**src/rtl/queue_rr_arbiter.sv**
```systemverilog
// Round-robin arbiter that feeds a downstream queue of DEPTH entries.
// It tracks the queue occupancy itself, refuses to grant while the queue is
// full, and never grants the same requester on two consecutive edges so the
// requester has a cycle to drop req or present fresh data after a grant.
module queue_rr_arbiter #(
    parameter int NREQ  = 4,
    parameter int DW    = 8,
    parameter int DEPTH = 8
) (
    input  logic               clk,
    input  logic               rst,
    input  logic [NREQ-1:0]    req,
    input  logic [NREQ*DW-1:0] req_data,
    input  logic               pop,
    output logic [NREQ-1:0]    grant,
    output logic               q_enq,
    output logic [DW-1:0]      q_data,
    output logic [3:0]         level,
    output logic               stall
);

    localparam int         PW      = (NREQ > 1) ? $clog2(NREQ) : 1;
    localparam logic [3:0] DEPTH_L = 4'(DEPTH);

    logic [PW-1:0]   ptr_r;
    logic [NREQ-1:0] elig_s;
    logic            decide_s;
    logic            found_s;
    logic [PW-1:0]   sel_s;
    logic [NREQ-1:0] onehot_s;
    logic [DW-1:0]   sel_data_s;
    logic            pop_eff_s;
    logic [3:0]      level_next_s;

    // A requester granted on the previous edge is masked for one cycle.
    assign elig_s     = req & ~grant;
    assign decide_s   = (elig_s != {NREQ{1'b0}}) && (level < DEPTH_L);
    assign pop_eff_s  = pop && (level != 4'd0);
    assign sel_data_s = req_data[int'(sel_s)*DW +: DW];

    // Search for the first eligible requester after the last granted one.
    always_comb begin
        found_s = 1'b0;
        sel_s   = ptr_r;
        for (int k = 1; k <= NREQ; k++) begin
            if (!found_s && elig_s[(int'(ptr_r) + k) % NREQ]) begin
                found_s = 1'b1;
                sel_s   = PW'((int'(ptr_r) + k) % NREQ);
            end else begin
                found_s = found_s;
            end
        end
    end

    // Decode the selected index into a one-hot grant vector.
    always_comb begin
        onehot_s = {NREQ{1'b0}};
        for (int i = 0; i < NREQ; i++) begin
            if (sel_s == PW'(i)) begin
                onehot_s[i] = 1'b1;
            end else begin
                onehot_s[i] = 1'b0;
            end
        end
    end

    // Occupancy update: grant adds one, effective pop removes one, both cancel.
    always_comb begin
        level_next_s = level;
        if (decide_s && !pop_eff_s) begin
            level_next_s = level + 4'd1;
        end else if (!decide_s && pop_eff_s) begin
            level_next_s = level - 4'd1;
        end else begin
            level_next_s = level;
        end
    end

    // Registered grant/enqueue outputs, round-robin pointer and occupancy.
    always_ff @(posedge clk or negedge rst) begin
        if (!rst) begin
            grant  <= {NREQ{1'b0}};
            q_enq  <= 1'b0;
            q_data <= {DW{1'b0}};
            ptr_r  <= PW'(NREQ - 1);
            level  <= 4'd0;
            stall  <= 1'b0;
        end else begin
            if (decide_s) begin
                grant  <= onehot_s;
                q_enq  <= 1'b1;
                q_data <= sel_data_s;
                ptr_r  <= sel_s;
            end else begin
                grant  <= {NREQ{1'b0}};
                q_enq  <= 1'b0;
                q_data <= q_data;
                ptr_r  <= ptr_r;
            end
            level <= level_next_s;
            stall <= (req != {NREQ{1'b0}}) && (level == DEPTH_L);
        end
    end

endmodule

```
**config.mk**
```make
export PLATFORM = sky130hd
export DESIGN_NAME = queue_rr_arbiter
export DESIGN_NICKNAME = d
export VERILOG_FILES = /design/src/rtl/queue_rr_arbiter.sv
export SDC_FILE = /design/constraint.sdc
export NUM_CORES = 1
export LEC_CHECK = 0
export ABC_AREA = 1
export CAP_MARGIN = 20
export CORE_MARGIN = 3
export CORE_UTILIZATION = 30
export CTS_CLUSTER_DIAMETER = 60
export DETAILED_ROUTE_END_ITERATION = 8
export PLACE_DENSITY = 0.63
export SETUP_SLACK_MARGIN = 0.3
export SLEW_MARGIN = 30
export SYNTH_ARGS = -nofsm -noshare
export SYNTH_HDL_FRONTEND = slang
export SYNTH_SLANG_ARGS = --single-unit
```
**constraint.sdc**
```tcl
create_clock -name clk -period 3.2 [get_ports clk]
set_input_delay 0.8 -clock clk [delete_from_list [all_inputs] [get_ports clk]]
set_output_delay 0.8 -clock clk [all_outputs]
set_load 0.01 [all_outputs]
```
# Word-level counts from Yosys, hierarchy flattened
# Index checks and enable logic that the tools add are counted.
[word_totals]
out_inout_bits = 18
wordCells = 77
register_bits = 20
input_bits = 39
[classes]
addsub = 6
eq_ne = 4
muxes = 27
n_bitwise = 6
shifts = 1
n_reduce_logical = 22
order_cmp = 5
[op_table]
columns = ["op", "n"]
rows = [
  ["indexed part select 32 x 6 -> 8 bit", 1],
  ["< comparator 3 x 4 -> 1 bit, second input constant", 4],
  ["two-way mux 1 bit", 16],
  ["two-way mux 4 bit", 3],
  ["nonzero test 4 bit", 3],
  ["binary-select mux 1 bit (select 2 bit)", 4],
  ["logical AND 1 bit", 8],
  ["two-way mux 2 bit", 4],
  ["OR reduction 2 bit", 4],
  ["logical NOT 1 bit", 5],
  ["adder 2 x 1 -> 2 bit, second input constant", 2],
  ["adder 2 bit, second input constant", 2],
  ["adder 4 x 1 -> 4 bit, second input constant", 1],
  ["AND 1 bit, first input constant", 4],
  ["AND 4 bit", 1],
  ["== test 2 bit, second input constant", 2],
  ["== test 4 bit, second input constant", 1],
  ["< comparator 4 bit, second input constant", 1],
  ["inverter 4 bit", 1],
  ["subtractor 4 x 1 -> 4 bit, second input constant", 1],
  ["== test 2 x 1 -> 1 bit, second input constant", 1],
  ["logical NOT 2 bit", 1],
  ["nonzero test 2 bit", 1],
]

# Logic depth before layout (Yosys ltp)
[logic_depth]
depth_word = 19
mapped_depth = 15

# Worst setup path after synthesis
# OpenSTA, ideal clock, no wires.
[synth_timing]
path_kind = "input to register"
start = "in req[0]"
end = "reg level[3]"
t_arrival_ns = 2.500
setup_slack_ns = 0.571
path_stages = 14
path_cell_list = "nand2_1 nand2_1 a221oi_1 nor2_1 buf_4 ha_1 inv_1 ha_1 a21o_1 a21oi_1 nand2_1 nand2_1 nor2_1 xor2_1"
[synth_between]
elab_chain_cells = 6
elab_cells_between_ends = 8
cone_classes = "1 x mux; 1 x bitwise; 6 x reduce/logical"
[synth_lines]
columns = ["item", "line", "rtl"]
rows = [
  ["start, declared", "12", "input logic [NREQ-1:0] req,"],
  ["AND 4 bit (*)", "36", "assign elig_s = req & ~grant;"],
  ["nonzero test 4 bit (*)", "37", "assign decide_s = (elig_s != {NREQ{1'b0}}) && (level < DEPTH_L);"],
  ["logical AND 1 bit (*)", "37", ""],
  ["via decide_s", "27", "logic decide_s;"],
  ["logical NOT 1 bit", "72", "end else if (!decide_s && pop_eff_s) begin"],
  ["logical AND 1 bit", "72", ""],
  ["nonzero test 2 bit (no line)", "n/a", ""],
  ["end signal, assigned", "100", "level <= level_next_s;"],
  ["end, declared", "18", "output logic [3:0] level,"],
]
# Mark *: on every way through the listed nets, which the timed path passes. The rest lies on a longest branch.
# A chain may end at the register's enable or synchronous reset.

# Worst setup path after layout
[layout_timing]
start = "in req[3]"
end = "reg level[3]"
[layout_between]
elab_chain_cells = 6
elab_cells_between_ends = 8
cone_classes = "1 x mux; 1 x bitwise; 6 x reduce/logical"
[layout_lines]
columns = ["item", "line"]
rows = [
  ["AND 4 bit (*)", "36"],
  ["nonzero test 4 bit (*)", "37"],
  ["logical AND 1 bit (*)", "37"],
  ["logical NOT 1 bit", "72"],
  ["logical AND 1 bit", "72"],
  ["nonzero test 2 bit (no line)", "n/a"],
]
# Mark *: on every way between the ends. The rest lies on a longest branch, timed or not.

==> results.txt <==
----------------------------------------------------
[Status]
  Status ... complete, no violations

[Logic synthesis]
  Adder-cell share of the synthesized area ... 0.0367
  Post-synthesis sequential element count ... 20
  Yosys warning total ... 0
  Cell variety after synth ... 30
  Average footprint of a synthesized cell ... about 7 um^2
  Combinational family with the most area after synthesis ... simple AND/OR/NAND/NOR gates
  Compound-cell area share of the yosys netlist ... 0.0438
  Xor and xnor fraction of the mapped netlist area ... 0.0167
  Share of synthesized cell area in and, or, nand and nor gates ... 0.513
  Synthesized netlist net count ... roughly 260
  Sequential area share after synthesis ... 0.320
  Post-Synthesis Cell Area ... roughly 1600 um^2
  Number of instances in the synthesized netlist ... 220
  Mux cell area share after synthesis ... 0

[CTS]
  Buffer count from post-CTS setup fixing ... 0
  CTS tree ... yes
  Sink Count ... 20
  Cts-stage hold buffer count ... 0
  Later-pin clock latency in the skew report ... between 0.2 and 0.3 ns
  CTS resizes ... 0
  CTS Root Cell ... clkbuf_8
  Maximum root-to-sink buffer count ... 2
  Number of buffers created by CTS ... 3
  H-tree levels ... 1
  Clock edge transition at the registers on the reported setup and hold paths ... roughly 0.07 ns

[Hold path]
  Startpoint of the lowest-slack hold path ... q_data[3]$_DFFE_PN0P_
  Hold Path Class ... register to register

[Worst setup path]
  Required @ worst endpoint ... roughly 3.3 ns
  Startpoint of the most critical register-to-register path ... ptr_r[0]$_DFFE_PN1P_
  Startpoint type of the worst setup path ... input pin
  Critical-path maximum fanout ... 4
  Critical path data arrival time ... between 2 and 3 ns
  CP endpoint kind ... register
  Critical path origin ... req[3]
  Crit Path Category ... input pin to register

[Drt]
  Number of search-and-repair iterations in the first detailed-routing pass ... 6
  WL/cell ... 12.7 um
  Detail-routed via count per cell ... 4.77
  Drt drc ... 0
  Final wirelength ... roughly 4400 um
  Number of violations reported at the end of detailed-routing iteration 0 ... 93
  Routed Antenna Nets ... 0
  Vias post-DR ... ~1600

[Pwr]
  Pleak ... ~1.1 nW
  Worst IR Drop VDD ... roughly 520 uV
  Pwr per Cell Area ... around 1200 nW/um^2

[GRT]
  Antenna violations before repair ... 0
  Wire length of the first global-routing pass ... between 6000 and 7000 um
  Via count of the first global-routing pass ... between 1000 and 1500
  Grt total ovfl ... 0
  Pin count of the biggest net entering global routing ... 21
  Tot GR Track Use ... 0.135

[Cells and area]
  Diodes inserted ... 0
  Synthesis-to-finish area growth ... 42.4%
  Count of fill cells added during filler insertion ... just over 500
  Layout cell share with drive strength beyond 1 ... 0.113
  Final-stage net count ... ~320

[Die]
  Effective utilization at floorplan ... 0.322
  Die H ... just under 80 um
  Placeable core region ... a little under 5000 um^2
  IO Count ... 57
  Overall die area ... 6140 um^2
  Die Width ... between 70 and 80 um
  Cell row count ... 25

[Timing]
  Smallest hold slack ... 0.482 ns
  Least-Margin Pin Slew ... approximately 0.85 ns
  Maximum clock skew at final layout ... around 0.0017 ns
  Remaining max-slew budget at the tightest pin ... 0.429
  Final min period ... around 2.8 ns
  Maximum achievable frequency ... 358 MHz
  Post-route fraction of the period consumed by the critical path ... 0.873
  RSZ-0062 raised after global routing ... false
  Setup violation total in the final timing report ... 0
  Fin Setup TNS ... 0 ns
  Number of max-slew violations in the final report ... 0
  Fin. Hold Viols ... 0
  Worst Slack Setup Final ... a little over 0.4 ns

[Job]
  Max-capacitance violation count ... 0

[Placed design]
  DPL Wire Length ... between 3000 and 4000 um
  Final weighted congestion in routability-driven placement ... approximately 0.75
  Count of port buffers added during placement ... 56
  Worst slack, placed ... about 0.065 ns

----------------------------------------------------
sequential cells by signal (all words and copies together), names as in the netlist:
register,flops
grant,4
level,4
ptr_r,2
q_data,8
q_enq,1
stall,1
critical path: stages:
cell and delay (ns):
clkdlybuf4s50_1 0.47, nand2_1 0.10, nand2_1 0.06, a221oi_2 0.19
nor2_1 0.09, ha_1 0.23, inv_1 0.11, ha_1 0.24
a21o_1 0.18, a21oi_1 0.16, nand2_1 0.07, nand2_1 0.06
nor2_1 0.04, xor2_1 0.13
placed cells by master, fill, tap and decap left out, types with 2 or more instances in the layout:
master           synthesis  routed
a21oi_1                  2       2
xnor2_1                  2       2
inv_1                    7       7
nand3_2                  6       6
nand2_2                  8       8
inv_2                    2       2
ha_1                     3       3
buf_4                    3       2
dfstp_2                  2       2
nand2_4                  4       4
nand3_1                 44      44
clkbuf_8                 0       3
nand2_1                 93      93
dfrtp_1                 18      18
nor2_1                   6       6
clkdlybuf4s50_1          0      56
o21ai_0                  3       3
cells by family (layout without fill, tap and decap cells):
family                   Yosys count  count (layout)
AO/OA/AOI/OAI                     10              10
XOR/XNOR                           3               3
adder cells (fa/ha/maj)            4               4
buffers and inverters             17              72
flip-flops                        20              20
AND/OR/NAND/NOR                  166             166
layout make-up:
type,count,area [um^2],area share
timing repair buffer,58,576,0.257
sequential,20,503,0.225
tap,67,83.8,0.0375
inverter,10,37.5,0.0168
multi-input combinational,183,965,0.431
clock buffer,3,41.3,0.0185
clock inverter,1,30.0,0.0134
worst paths after layout:
kind	endpoint	slack (ns)	depth (start not counted)
min in group asynchronous	level[0]$_DFFE_PN0P_	1.03	1
worst max-delay path	level[3]$_DFFE_PN0P_	0.41	14
worst min register to register	q_data[3]$_DFFE_PN0P_	0.48	2
worst max register to register	q_data[6]$_DFFE_PN0P_	0.88	13
worst min-delay path	q_data[3]$_DFFE_PN0P_	0.48	2
max in group asynchronous	grant[0]$_DFF_PN0_	1.64	1
power by group:
group / switching, mW / leakage (nW) / internal [mW]
clock: 0.0807 / 0.0357 / 0.167
sequential: 0.124 / 0.248 / 0.387
combinational: 1.19 / 0.789 / 0.734
synthesized netlist by cell type:
| cell | count | area (um^2) |
|---|---|---|
| nand2_4 | 4 | 45.0 |
| a221oi_1 | 1 | 8.76 |
| o41a_1 | 1 | 11.3 |
| buf_8 | 1 | 15.0 |
| buf_6 | 3 | 33.8 |
| nor4b_1 | 1 | 8.76 |
| fa_1 | 1 | 20.0 |
| nor2_1 | 6 | 22.5 |
| clkinv_1 | 1 | 3.75 |
| o21ai_0 | 3 | 15.0 |
| nand2_2 | 8 | 50.1 |
| a21oi_1 | 2 | 10.0 |
| o21a_1 | 1 | 7.51 |
| o41ai_1 | 1 | 8.76 |
| inv_2 | 2 | 7.51 |
| nor3_1 | 1 | 5.00 |
| nand4_1 | 1 | 6.26 |
| buf_4 | 3 | 22.5 |
| inv_1 | 7 | 26.3 |
| nand3_1 | 44 | 220 |
| nand2_1 | 93 | 349 |
| nand3_4 | 1 | 17.5 |
| xnor2_1 | 2 | 17.5 |
| dfrtp_1 | 18 | 450 |
| xor2_1 | 1 | 8.76 |
| nand4_4 | 1 | 21.3 |
| dfstp_2 | 2 | 52.6 |
| nand3_2 | 6 | 60.1 |
| a21o_1 | 1 | 7.51 |
| ha_1 | 3 | 37.5 |
routing by layer:
| layer | global-route usage | vias to the layer above | routed length, um |
|---|---|---|---|
| met5 | 0 | - | 0 |
| met4 | 0.0262 | 0 | 14 |
| met3 | 0.0195 | 4 | 127 |
| met2 | 0.234 | 21 | 2190 |
| met1 | 0.178 | 772 | 2020 |
| li1 | - | 836 | - |
metrics by stage:
step / std cells / power [mW] / utilization / instance area [um^2]
final: 342 / 2.69 / 0.458 / 2240
after global routing: 342 / 2.97 / 0.458 / 2240
after CTS: 342 / 2.72 / 0.457 / 2230
after detailed placement: 338 / 2.45 / 0.442 / 2160
after global placement: 338 / 2.42 / 0.442 / 2160
after floorplan: 220 / 1.98 / - / 1570
Note: power is estimated with default switching activity, not from simulation.
